### src/rtl/if_stage.sv
// ---------------------------------------------------------------------------
// if_stage -- instruction-fetch stage.
//
// Holds the PC, issues sequential reads to a synchronous instruction SRAM
// (data returns one cycle after the request), queues returned words in a
// small circular buffer and hands them to decode over a valid/allow-in
// handshake. A redirect from decode flushes the buffer, discards any read in
// flight and restarts fetch at the target.
//
// Handshake: an entry transfers in a cycle where fs_to_ds_valid and
// ds_allow_in are both 1; fs_to_ds_valid never depends on ds_allow_in, and the
// head fields stay stable while valid is held without a transfer.
//
// Parameters:
//   RESET_PC   first fetch address after reset
//   BUF_DEPTH  instruction buffer entries (2 or 4)
//
// Ports:
//   clk, reset                 clock, asynchronous active-high reset
//   inst_sram_en/we/addr/wdata read request to the inst SRAM (we/wdata tied 0)
//   inst_sram_rdata            read data, valid one cycle after en
//   br_valid, br_target        redirect request and target from decode
//   ds_allow_in                decode can accept an instruction
//   fs_to_ds_valid/pc/inst     buffer head presented to decode
//   fs_to_ds_adef              head entry carries a fetch-address exception
//
// Build option:
//   IF_ADEF_CHECK_EN  when defined, a misaligned redirect target produces one
//                     adef entry and halts fetch until the next redirect;
//                     otherwise the target's low two bits are dropped.
// ---------------------------------------------------------------------------
module if_stage #(
    parameter logic [31:0] RESET_PC  = 32'h1c00_0000,
    parameter int          BUF_DEPTH = 2
) (
    input  logic        clk,
    input  logic        reset,
    output logic        inst_sram_en,
    output logic        inst_sram_we,
    output logic [31:0] inst_sram_addr,
    output logic [31:0] inst_sram_wdata,
    input  logic [31:0] inst_sram_rdata,
    input  logic        br_valid,
    input  logic [31:0] br_target,
    input  logic        ds_allow_in,
    output logic        fs_to_ds_valid,
    output logic [31:0] fs_to_ds_pc,
    output logic [31:0] fs_to_ds_inst,
    output logic        fs_to_ds_adef
);
    localparam int            PW      = $clog2(BUF_DEPTH);
    localparam int            CW      = $clog2(BUF_DEPTH + 1);
    localparam logic [CW:0]   DEPTH_W = (CW + 1)'(BUF_DEPTH);

    logic [31:0]   pc_q, pc_d;
    logic [31:0]   issued_pc_q;
    logic          req_pend_q;
    logic          kill_q, kill_d;
    logic [PW-1:0] head_q, head_d, tail_q, tail_d;
    logic [CW-1:0] count_q, count_d;
    logic [31:0]   buf_pc_q   [BUF_DEPTH];
    logic [31:0]   buf_inst_q [BUF_DEPTH];

    logic          halted;
    logic          pop;
    logic          push;
    logic [31:0]   push_pc, push_inst;
    logic [31:0]   redirect_pc;
    logic [CW:0]   credit;
    logic          head_ok;

`ifdef IF_ADEF_CHECK_EN
    logic halted_q, halted_d;
    logic adef_pend_q, adef_pend_d;
    logic misaligned;
    logic push_adef;
    logic buf_adef_q [BUF_DEPTH];

    assign misaligned  = (br_target[1:0] != 2'b00);
    assign redirect_pc = br_target;
    assign halted      = halted_q;
`else
    logic unused_br_lsb;

    assign unused_br_lsb = ^br_target[1:0];
    assign redirect_pc   = {br_target[31:2], 2'b00};
    assign halted        = 1'b0;
`endif

    assign head_ok        = (count_q != '0);
    assign fs_to_ds_valid = head_ok & ~br_valid;
    assign pop            = fs_to_ds_valid & ds_allow_in;

    // Occupancy counting the in-flight read and this cycle's pop: issuing only
    // while it is below the depth guarantees every return finds a free slot.
    assign credit = {1'b0, count_q} + {{CW{1'b0}}, req_pend_q} - {{CW{1'b0}}, pop};

    assign inst_sram_en    = ~reset & ~br_valid & ~halted & (credit < DEPTH_W);
    assign inst_sram_we    = 1'b0;
    assign inst_sram_addr  = pc_q;
    assign inst_sram_wdata = 32'h0;

    assign fs_to_ds_pc   = head_ok ? buf_pc_q[head_q]   : 32'h0;
    assign fs_to_ds_inst = head_ok ? buf_inst_q[head_q] : 32'h0;
`ifdef IF_ADEF_CHECK_EN
    assign fs_to_ds_adef = head_ok & buf_adef_q[head_q];
`else
    assign fs_to_ds_adef = 1'b0;
`endif

    // Push source: the SRAM return, or (with adef checking) the synthetic
    // exception entry in the cycle after a misaligned redirect.
    always_comb begin
        push      = 1'b0;
        push_pc   = issued_pc_q;
        push_inst = inst_sram_rdata;
`ifdef IF_ADEF_CHECK_EN
        push_adef = 1'b0;
`endif
        if (!br_valid) begin
            if (req_pend_q && !kill_q) begin
                push = 1'b1;
`ifdef IF_ADEF_CHECK_EN
            end else if (adef_pend_q) begin
                push      = 1'b1;
                push_pc   = pc_q;
                push_inst = 32'h0;
                push_adef = 1'b1;
`endif
            end
        end
    end

    always_comb begin
        pc_d    = pc_q;
        kill_d  = 1'b0;
        head_d  = head_q;
        tail_d  = tail_q;
        count_d = count_q;
        if (br_valid) begin
            pc_d    = redirect_pc;
            kill_d  = req_pend_q;
            head_d  = '0;
            tail_d  = '0;
            count_d = '0;
        end else begin
            if (inst_sram_en) pc_d = pc_q + 32'd4;
            if (push) tail_d = tail_q + PW'(1);
            if (pop)  head_d = head_q + PW'(1);
            if (push && !pop)      count_d = count_q + CW'(1);
            else if (pop && !push) count_d = count_q - CW'(1);
        end
    end

    always_ff @(posedge clk or posedge reset) begin
        if (reset) begin
            pc_q        <= RESET_PC;
            issued_pc_q <= RESET_PC;
            req_pend_q  <= 1'b0;
            kill_q      <= 1'b0;
            head_q      <= '0;
            tail_q      <= '0;
            count_q     <= '0;
        end else begin
            pc_q       <= pc_d;
            req_pend_q <= inst_sram_en;
            kill_q     <= kill_d;
            head_q     <= head_d;
            tail_q     <= tail_d;
            count_q    <= count_d;
            if (inst_sram_en) issued_pc_q <= pc_q;
        end
    end

    // Buffer storage needs no reset: empty entries are masked at the outputs.
    always_ff @(posedge clk) begin
        if (push) begin
            buf_pc_q[tail_q]   <= push_pc;
            buf_inst_q[tail_q] <= push_inst;
`ifdef IF_ADEF_CHECK_EN
            buf_adef_q[tail_q] <= push_adef;
`endif
        end
    end

`ifdef IF_ADEF_CHECK_EN
    always_comb begin
        halted_d    = halted_q;
        adef_pend_d = 1'b0;
        if (br_valid) begin
            halted_d    = misaligned;
            adef_pend_d = misaligned;
        end
    end

    always_ff @(posedge clk or posedge reset) begin
        if (reset) begin
            halted_q    <= 1'b0;
            adef_pend_q <= 1'b0;
        end else begin
            halted_q    <= halted_d;
            adef_pend_q <= adef_pend_d;
        end
    end
`endif

endmodule

### config.mk
export PLATFORM = sky130hd
export DESIGN_NAME = if_stage
export DESIGN_NICKNAME = d
export VERILOG_FILES = /design/src/rtl/if_stage.sv
export SDC_FILE = /design/constraint.sdc
export NUM_CORES = 1
export LEC_CHECK = 0
export CAP_MARGIN = 20
export CORE_ASPECT_RATIO = 1.25
export CORE_UTILIZATION = 25
export DETAILED_ROUTE_END_ITERATION = 6
export DONT_BUFFER_PORTS = 1
export GPL_ROUTABILITY_DRIVEN = 0
export PLACE_DENSITY = 0.41
export SKIP_LAST_GASP = 1
export SLEW_MARGIN = 20
export SYNTH_ARGS = -nofsm -noshare
export SYNTH_HDL_FRONTEND = slang
export SYNTH_SLANG_ARGS = --single-unit
### constraint.sdc
create_clock -name clk -period 8.4 [get_ports clk]
set_input_delay 1.26 -clock clk [delete_from_list [all_inputs] [get_ports clk]]
set_output_delay 1.26 -clock clk [all_outputs]
set_load 0.02 [all_outputs]
After elaboration in Yosys (flattened, before gate mapping)
Memories as Yosys holds them, arrays and structs flattened.
Index checks and enable logic that the tools add are counted.

storage, ports and cells
  register bits after elaboration = 70
  logic and storage cells = 50
  output and inout port bits = 132
  input bits = 68
  bits in latches = 0
  bits in writable memories = 128
  bits in read-only memories = 0
  memories = 2

memory list
  memory      depth  bits a word  read ports  clocked after memory_dff  write ports  RTL line  RTL
  buf_inst_q  2      32           1           0                         1            62        logic [31:0] buf_inst_q [BUF_DEPTH];
  buf_pc_q    2      32           1           0                         1            61        logic [31:0] buf_pc_q [BUF_DEPTH];

operators by class
  shifts and indexed selects = 0
  bitwise operators = 6
  order comparisons = 1
  reduce and logical (&&, ||, !) cells = 11
  $add $sub $neg = 7
  muxes and demuxes = 16
  div/mod/pow operators = 0
  equal/unequal tests = 0
  multipliers = 0

operators with widths
  cell                                                 count
  two-way mux 32 bit                                   4
  adder 32 x 3 -> 32 bit (second input constant)       1
  two-way mux 1 bit                                    9
  nonzero test 2 bit                                   4
  two-way mux 2 bit                                    3
  bitwise AND 1 bit                                    4
  adder 2 x 1 -> 3 bit                                 1
  logical AND 1 bit                                    3
  zero test 1 bit                                      3
  < comparator 3 x 2 -> 1 bit (second input constant)  1
  nonzero test 3 bit                                   1
  subtractor 3 x 1 -> 3 bit                            1
  adder 1 bit (second input constant)                  2
  adder 2 x 1 -> 2 bit (second input constant)         1
  inverter 1 bit                                       2
  subtractor 2 x 1 -> 2 bit (second input constant)    1

Longest topological paths before layout
Gate-level depths: netlist (run 1).

  word-level depth = 9
  mapped depth = 12
  depth with buffers taken out = 11

Worst setup path before layout (run 1)
No wires, ideal clock.

  kind = input port to flip-flop
  start point = input port br_valid
  end point = memory buf_inst_q[0][0] (enable)
  path slack = 1.546 ns
  buffers on the path = 3
  library setup time = 0.571 ns
  arrival time = 6.282 ns
  cell stages on the path = 4
  data required time = 7.829 ns
  cell sequence = buf_6 > buf_6 > clkbuf_1 > nor3b_1

on the way
  cells in the longest elaborated chain, start to end = 3

ends and longest elaborated chain
  element                                  RTL line  RTL
  from (decl)                              43        input logic br_valid,
  two-way mux 1 bit                        120       if (!br_valid) begin
  two-way mux 1 bit                        177       if (push) begin
  two-way mux 1 bit (not written as such)  179       buf_inst_q[tail_q] <= push_inst;
  to (decl)                                62

No other way between the ends.

Worst setup path in the final report (run 1)
  start point = input port br_valid
  end point = output port inst_sram_en

on the way
  cells in the longest elaborated chain, start to end = 6
  elaborated cells on any way between the ends = 7
  classes of those cells = add/sub (1); order compare (1); bitwise (5)

ends and longest elaborated chain
  element                      RTL line  RTL
  inverter 1 bit *             91, 98
  bitwise AND 1 bit            91        assign fs_to_ds_valid = head_ok & ~br_valid;
  bitwise AND 1 bit            92        assign pop = fs_to_ds_valid & ds_allow_in;
  subtractor 3 x 1 -> 3 bit    96        assign credit = {1'b0, count_q} + {{CW{1'b0}}, req_pend_q} - {{CW{1'b0}}, pop};
  < comparator 3 x 2 -> 1 bit  98        assign inst_sram_en = ~reset & ~br_valid & ~halted & (credit < DEPTH_W);
  bitwise AND 1 bit *          98
  to (decl)                    38        output logic inst_sram_en,

Mark *: on every way between the ends. The rest lies on a longest branch, timed or not.

==> results of run 1 <==
## path summary, 6_finish.rpt
check | to
setup / recovery | inst_sram_en
hold / removal | issued_pc_q[26]
setup reg to reg | inst_sram_addr[17]
hold reg to reg | issued_pc_q[26]
max in group asynchronous | head_q
min in group asynchronous | issued_pc_q[14]
## registers in the layout, summed over array words and instances, names as in the netlist
| register | flops |
|---|---|
| kill_q | 1 |
| inst_sram_addr | 30 |
| req_pend_q | 1 |
| buf_pc_q | 60 |
| head_q | 1 |
| count_q | 2 |
| tail_q | 1 |
| buf_inst_q | 64 |
| issued_pc_q | 30 |
## synthesized netlist by cell type (all sizes together), types with 2 or more instances
cell type | instances | share of area (%)
edfxtp | 124 | 45
nand2 | 114 | 5.2
nor2 | 77 | 3.5
mux2i | 62 | 7.5
dfrtp | 60 | 18
buf | 59 | 5.0
o21ai | 22 | 1.3
nand3 | 17 | 1.1
clkbuf | 16 | 0.74
nand4 | 16 | 1.6
o211ai | 9 | 0.82
a21oi | 8 | 0.49
a221o | 8 | 0.99
inv | 7 | 0.32
nor3 | 7 | 0.43
o311ai | 7 | 0.74
dfstp | 6 | 1.9
nor4 | 6 | 0.90
and3 | 5 | 0.38
a22oi | 4 | 0.36
or3 | 4 | 0.30
xnor2 | 4 | 0.43
a31oi | 3 | 0.23
a41oi | 3 | 0.32
a32oi | 2 | 0.21
and2 | 2 | 0.15
and4 | 2 | 0.21
clkinv | 2 | 0.091
nor2b | 2 | 0.15
nor3b | 2 | 0.18
xor2 | 2 | 0.21
## cells by family after synthesis
kind of cell    Yosys count  synth area share, %
xor+xnor                  6                0.638
flops                   190                 65.3
mux                      62                 7.53
buf+inv                  84                 6.17
simple gates            255                 14.2
other cells               1               0.0455
fa+ha+maj                 2                0.395
compound gates           68                 5.71
## where the power goes
part,internal (mW),switching (mW),total (mW),leakage [nW]
combinational,0.0507,0.125,0.176,1.01
clock,0.443,0.369,0.812,0.280
sequential,1.08,0.0895,1.16,1.94
total,1.57,0.583,2.15,3.23
## worst max-delay path: cells and delay by family
family	cells	cell delay (ns)
AND/OR/NAND/NOR	1	0.11
buffers and inverters	2	1.17
XOR/XNOR	1	0.17
AO/OA/AOI/OAI	2	0.37
adder cells (fa/ha/maj)	1	0.39
## metrics by stage
| stage | utilization (%) | power, mW | worst slack (ns) | instances |
|---|---|---|---|---|
| global placement | 26.4 | 1.36 | 3.53 | 1048 |
| detailed placement | 26.4 | 1.37 | 3.55 | 1048 |
| finish | 28.2 | 2.15 | 3.61 | 1081 |
| CTS | 28.2 | 2.19 | 3.54 | 1080 |
| floorplan | - | 1.32 | 1.55 | 705 |
| global route | 28.2 | 2.25 | 3.43 | 1081 |
## routing by layer
| layer | up-vias | wire (um) | GRT usage, % |
|---|---|---|---|
| li1 | 2293 | - | - |
| met1 | 2443 | 8330 | 14.7 |
| met2 | 166 | 10400 | 21.5 |
| met3 | 26 | 1710 | 4.92 |
| met4 | 0 | 409 | 5.22 |
| met5 | - | 0 | 0 |
## area by class of cell
cell class | instances | area [um^2]
flip-flops and latches | 190 | 5390
clock buffers | 17 | 425
multi-input cells | 431 | 2510
well taps | 412 | 515
repair buffers | 6 | 45.0
fillers | 3324 | 23100
clock inverters | 15 | 160
diodes | 1 | 2.50
inverters | 9 | 35.0
==> results.cfg, run 1 <==
[outcome]
status = completed

[min_path]
hp-class = reg2reg
worstHoldStart = issued_pc_q[26]
whs_path_depth = 2

[floorplan]
io_pins = 200
fp-row-count = 73
coreArea_um2 = 32200
die_w_um = 164
die_y_um = 205
fp.dieArea_um2 = 33700
initial_core_util_pct = 25.6

[sta]
period_minus_slack_ns = 4.79
fmax_mhz = 209
rsz0062_at_grt = false
worst_pin_slew_ns = 1.06
maxSlewHeadroom_pct = 29.1
setup_viol = 0
fin_tns_setup_ns = 0
finalClockSkew_ns = 0.0114
hold_viol = 0
timing.final.crit_share_pct = 57.1
final_max_slew_viol_count = 0
fin_hold_ws_ns = 0.467

[synth]
synth_area_um2 = 8240
synth_cell_types = 47
synth_cells = 668
async_flop_share_pct = 34.7
ys_seq_area_share_pct = 65.3
synth_edf_count = 124
avgSynthCellArea_um2 = 12.3
yosys_warnings = 0
ys.flop_type = edfxtp_1
synth_seq_cells = 190

[critical_path]
rr_worst_depth = 11
crit_fanout = 46
reg2reg_from = count_q[0]
reg2reg_slack_ns = 4.87
critPathLaunchType = input pin
slowest_delay_ns = 0.77
worstSetupEndpointType = primary output
crit_slowest_cell = inv_2
critPathKind = in2out
cp.arrival_ns = 3.53
critPathLaunch = br_valid
worstPathRequired_ns = 7.14
crit_chain = clkinv_1 -> a21oi_1 -> o21ai_0 -> fa_1 -> xnor2_1 -> nand3_2 -> inv_2

[grt]
grtUsageTotal_pct = 12.9
grt_pass1_vias = 5038
grt_antenna_before_repair = 1
grt.overflow.total = 0
grt_pass1_wl_um = 31300
grt_max_degree = 67

[finish]
nets = 725
stdcell_area_um2 = 9080
layout_commonest_cell = edfxtp_1
drive_above_1_share_pct = 8.68
synthToLayoutAreaGrowth_pct = 10.2
final_cell_mix = edfxtp_1, nand2_1, nor2_1

[placed_design]
dpl_cell_area_um2 = 8490
hpwlAfterDp_um = 13300
numPortBuffers = 0

[clocking]
htreeDepth = 4
ctsResizeCount = 0
clockRootBuffer = clkbuf_16
worstSkewPairLatency_ns = 0.45
cts_hold_buf = 0
cts_setup_buffers = 0
clk_pin_slew_worst_paths_ns = 0.07
cts_tree = built
clk_path_buf_depth = 2
numCtsBuffers = 17
cts.sinks = 190

[detailed_routing]
drt-pass1-iter-count = 6
post-route-drc-count = 0
drt-wirelength-per-cell_um = 19.3
wl_um = 20900
vias_per_cell = 4.56
drtAntennaViolNets = 0
dr.first_iter.drc_count = 229
num_vias = 4928

[run]
max_cap_viol_count = 0

[power_and_ir_drop]
p_leak_nw = 3.23
p_per_area_nw_per_um2 = 237
peakVddDrop_v = 0.000104
Power figures use the tool's default switching activity.
==> run 2, diff against run 1 <==
PLACE_DENSITY = 0.43   (was 0.41)
clock period = 4.06 ns   (was 8.4 ns; I/O delays follow)
==> run 2 against run 1 <==
Compared with the run above:
- design area rose by 0.76%
- first-iteration DRC count down 8.3%
- count of clock-buffer cells in the layout increased by 2
- utilization increased by 0.21 points
- clock power increased by 110%
- sequential share of layout area shrank 0.45 points
- largest cell class unchanged
- die area unchanged
- sequential cell count unchanged
- power increased by 110%
- setup slack got worse by 3.0 ns
- final cell count is 0.28% higher
- combinational power rose by 110%
==> results.cfg, run 2 (synthesis gave the netlist of run 1 again) <==
[outcome]
status = completed

[clocking]
cts_setup_buffers = 0
worstSkewPairLatency_ns = 0.44
clockRootBuffer = clkbuf_16
ctsResizeCount = 0
cts_tree = built
numCtsBuffers = 17
cts.sinks = 190
htreeDepth = 4
clk_path_buf_depth = 2
clk_pin_slew_worst_paths_ns = 0.07
cts_hold_buf = 0

[placed_design]
numPortBuffers = 0
dpl_cell_area_um2 = 8560
pre_cts_slack_ns = 1.06
hpwlAfterDp_um = 13300

[grt]
grt_pass1_vias = 4746
grt_max_degree = 65
grt.overflow.total = 0
grtUsageTotal_pct = 12.7
grt_pass1_wl_um = 31000
grt_antenna_before_repair = 1

[critical_path]
worstPathRequired_ns = 3.45
cp.arrival_ns = 2.80
crit_fanout = 19
rr_worst_depth = 10
critPathKind = reg2out
critPathLaunch = count_q[1]
crit_end = inst_sram_en
reg2reg_from = count_q[1]
worstSetupEndpointType = primary output
r2r_end = inst_sram_addr[28]
reg2reg_slack_ns = 1.12
critPathLaunchType = flop

[sta]
rsz0062_at_grt = false
fin_tns_setup_ns = 0
finalClockSkew_ns = 0.0192
maxSlewHeadroom_pct = 33.7
setup_viol = 0
timing.final.crit_share_pct = 83.9
worst_pin_slew_ns = 0.994
fin_ws_ns = 0.655
period_minus_slack_ns = 3.40
fmax_mhz = 294
hold_viol = 0
final_max_slew_viol_count = 0

[detailed_routing]
vias_per_cell = 4.47
drtAntennaViolNets = 0
wl_um = 21100
post-route-drc-count = 0
dr.first_iter.drc_count = 210
drt-wirelength-per-cell_um = 19.5
drt-pass1-iter-count = 4
num_vias = 4847

[finish]
top_register = buf_inst_q
synthToLayoutAreaGrowth_pct = 11.1
reg_top3 = buf_inst_q x64, buf_pc_q x60
antennaDiodeCount = 0
fin_util_pct = 28.5
largest_reg_flops = 64
nets = 729
stdcell_area_um2 = 9150
drive_above_1_share_pct = 8.93
layout_commonest_cell = edfxtp_1
final_cell_mix = edfxtp_1, nand2_1, nor2_1

[power_and_ir_drop]
p_total_mw = 4.49
p_leak_nw = 3.27
peakVddDrop_v = 0.000247
p_per_area_nw_per_um2 = 490

[floorplan]
fp.dieArea_um2 = 33700
fp-row-count = 73
die_y_um = 205
io_pins = 200
initial_core_util_pct = 25.6
die_w_um = 164
coreArea_um2 = 32200

[min_path]
hp-class = in2async

[run]
max_cap_viol_count = 0
run 2: cell type report:
class	instances	area [um^2]
clock buffer	19	433
clock inverter	13	153
fill	3345	23000
inverter	9	35.0
multi-input combinational	431	2510
sequential	190	5390
tap	412	515
timing repair buffer	10	113
run 2: routing by layer:
metal	GRT usage, %	wire length [um]	up-vias	share of wire, %
met4	3.51	192	2	0.91
met5	0	26	-	0.12
met3	4.60	1510	11	7.1
li1	-	-	2297	-
met1	15.7	9100	2395	43
met2	20.7	10300	142	49
run 2: critical path: stages (launching register included):
cell and delay, ns:
dfrtp_1 0.55, nand3_1 0.15, nor2_1 0.19, o21ai_0 0.14
fa_1 0.39, xnor2_1 0.17, nand3_2 0.14, inv_2 0.32
buf_4 0.31
run 2: report_power, final:
part           switching [mW]  total [mW]  leakage [nW]  internal [mW]
Sequential              0.189        2.41          1.94           2.22
Combinational           0.257       0.370          1.05          0.113
Clock                   0.780        1.70         0.281          0.924
Total                    1.23        4.49          3.27           3.26
run 2: worst min-delay path by stage:
stage	startpoint	endpoint	slack [ns]	cells past startpoint
2_1_floorplan	issued_pc_q[10]	buf_pc_q[0][10]	0.44	0
3_3_place_gp	issued_pc_q[21]	buf_pc_q[1][21]	0.45	0
3_5_place_dp	issued_pc_q[8]	buf_pc_q[1][8]	0.46	0
4_1_cts	reset	inst_sram_addr[11]	0.18	1
5_1_grt	reset	issued_pc_q[15]	0.21	1
6_report	reset	issued_pc_q[14]	0.17	1
run 2: stage by stage:
step,cells,hold slack [ns]
finish,1084,0.172
global route,1084,0.210
CTS,1084,0.180
detailed placement,1052,0.457
global placement,1052,0.450
floorplan,705,0.442
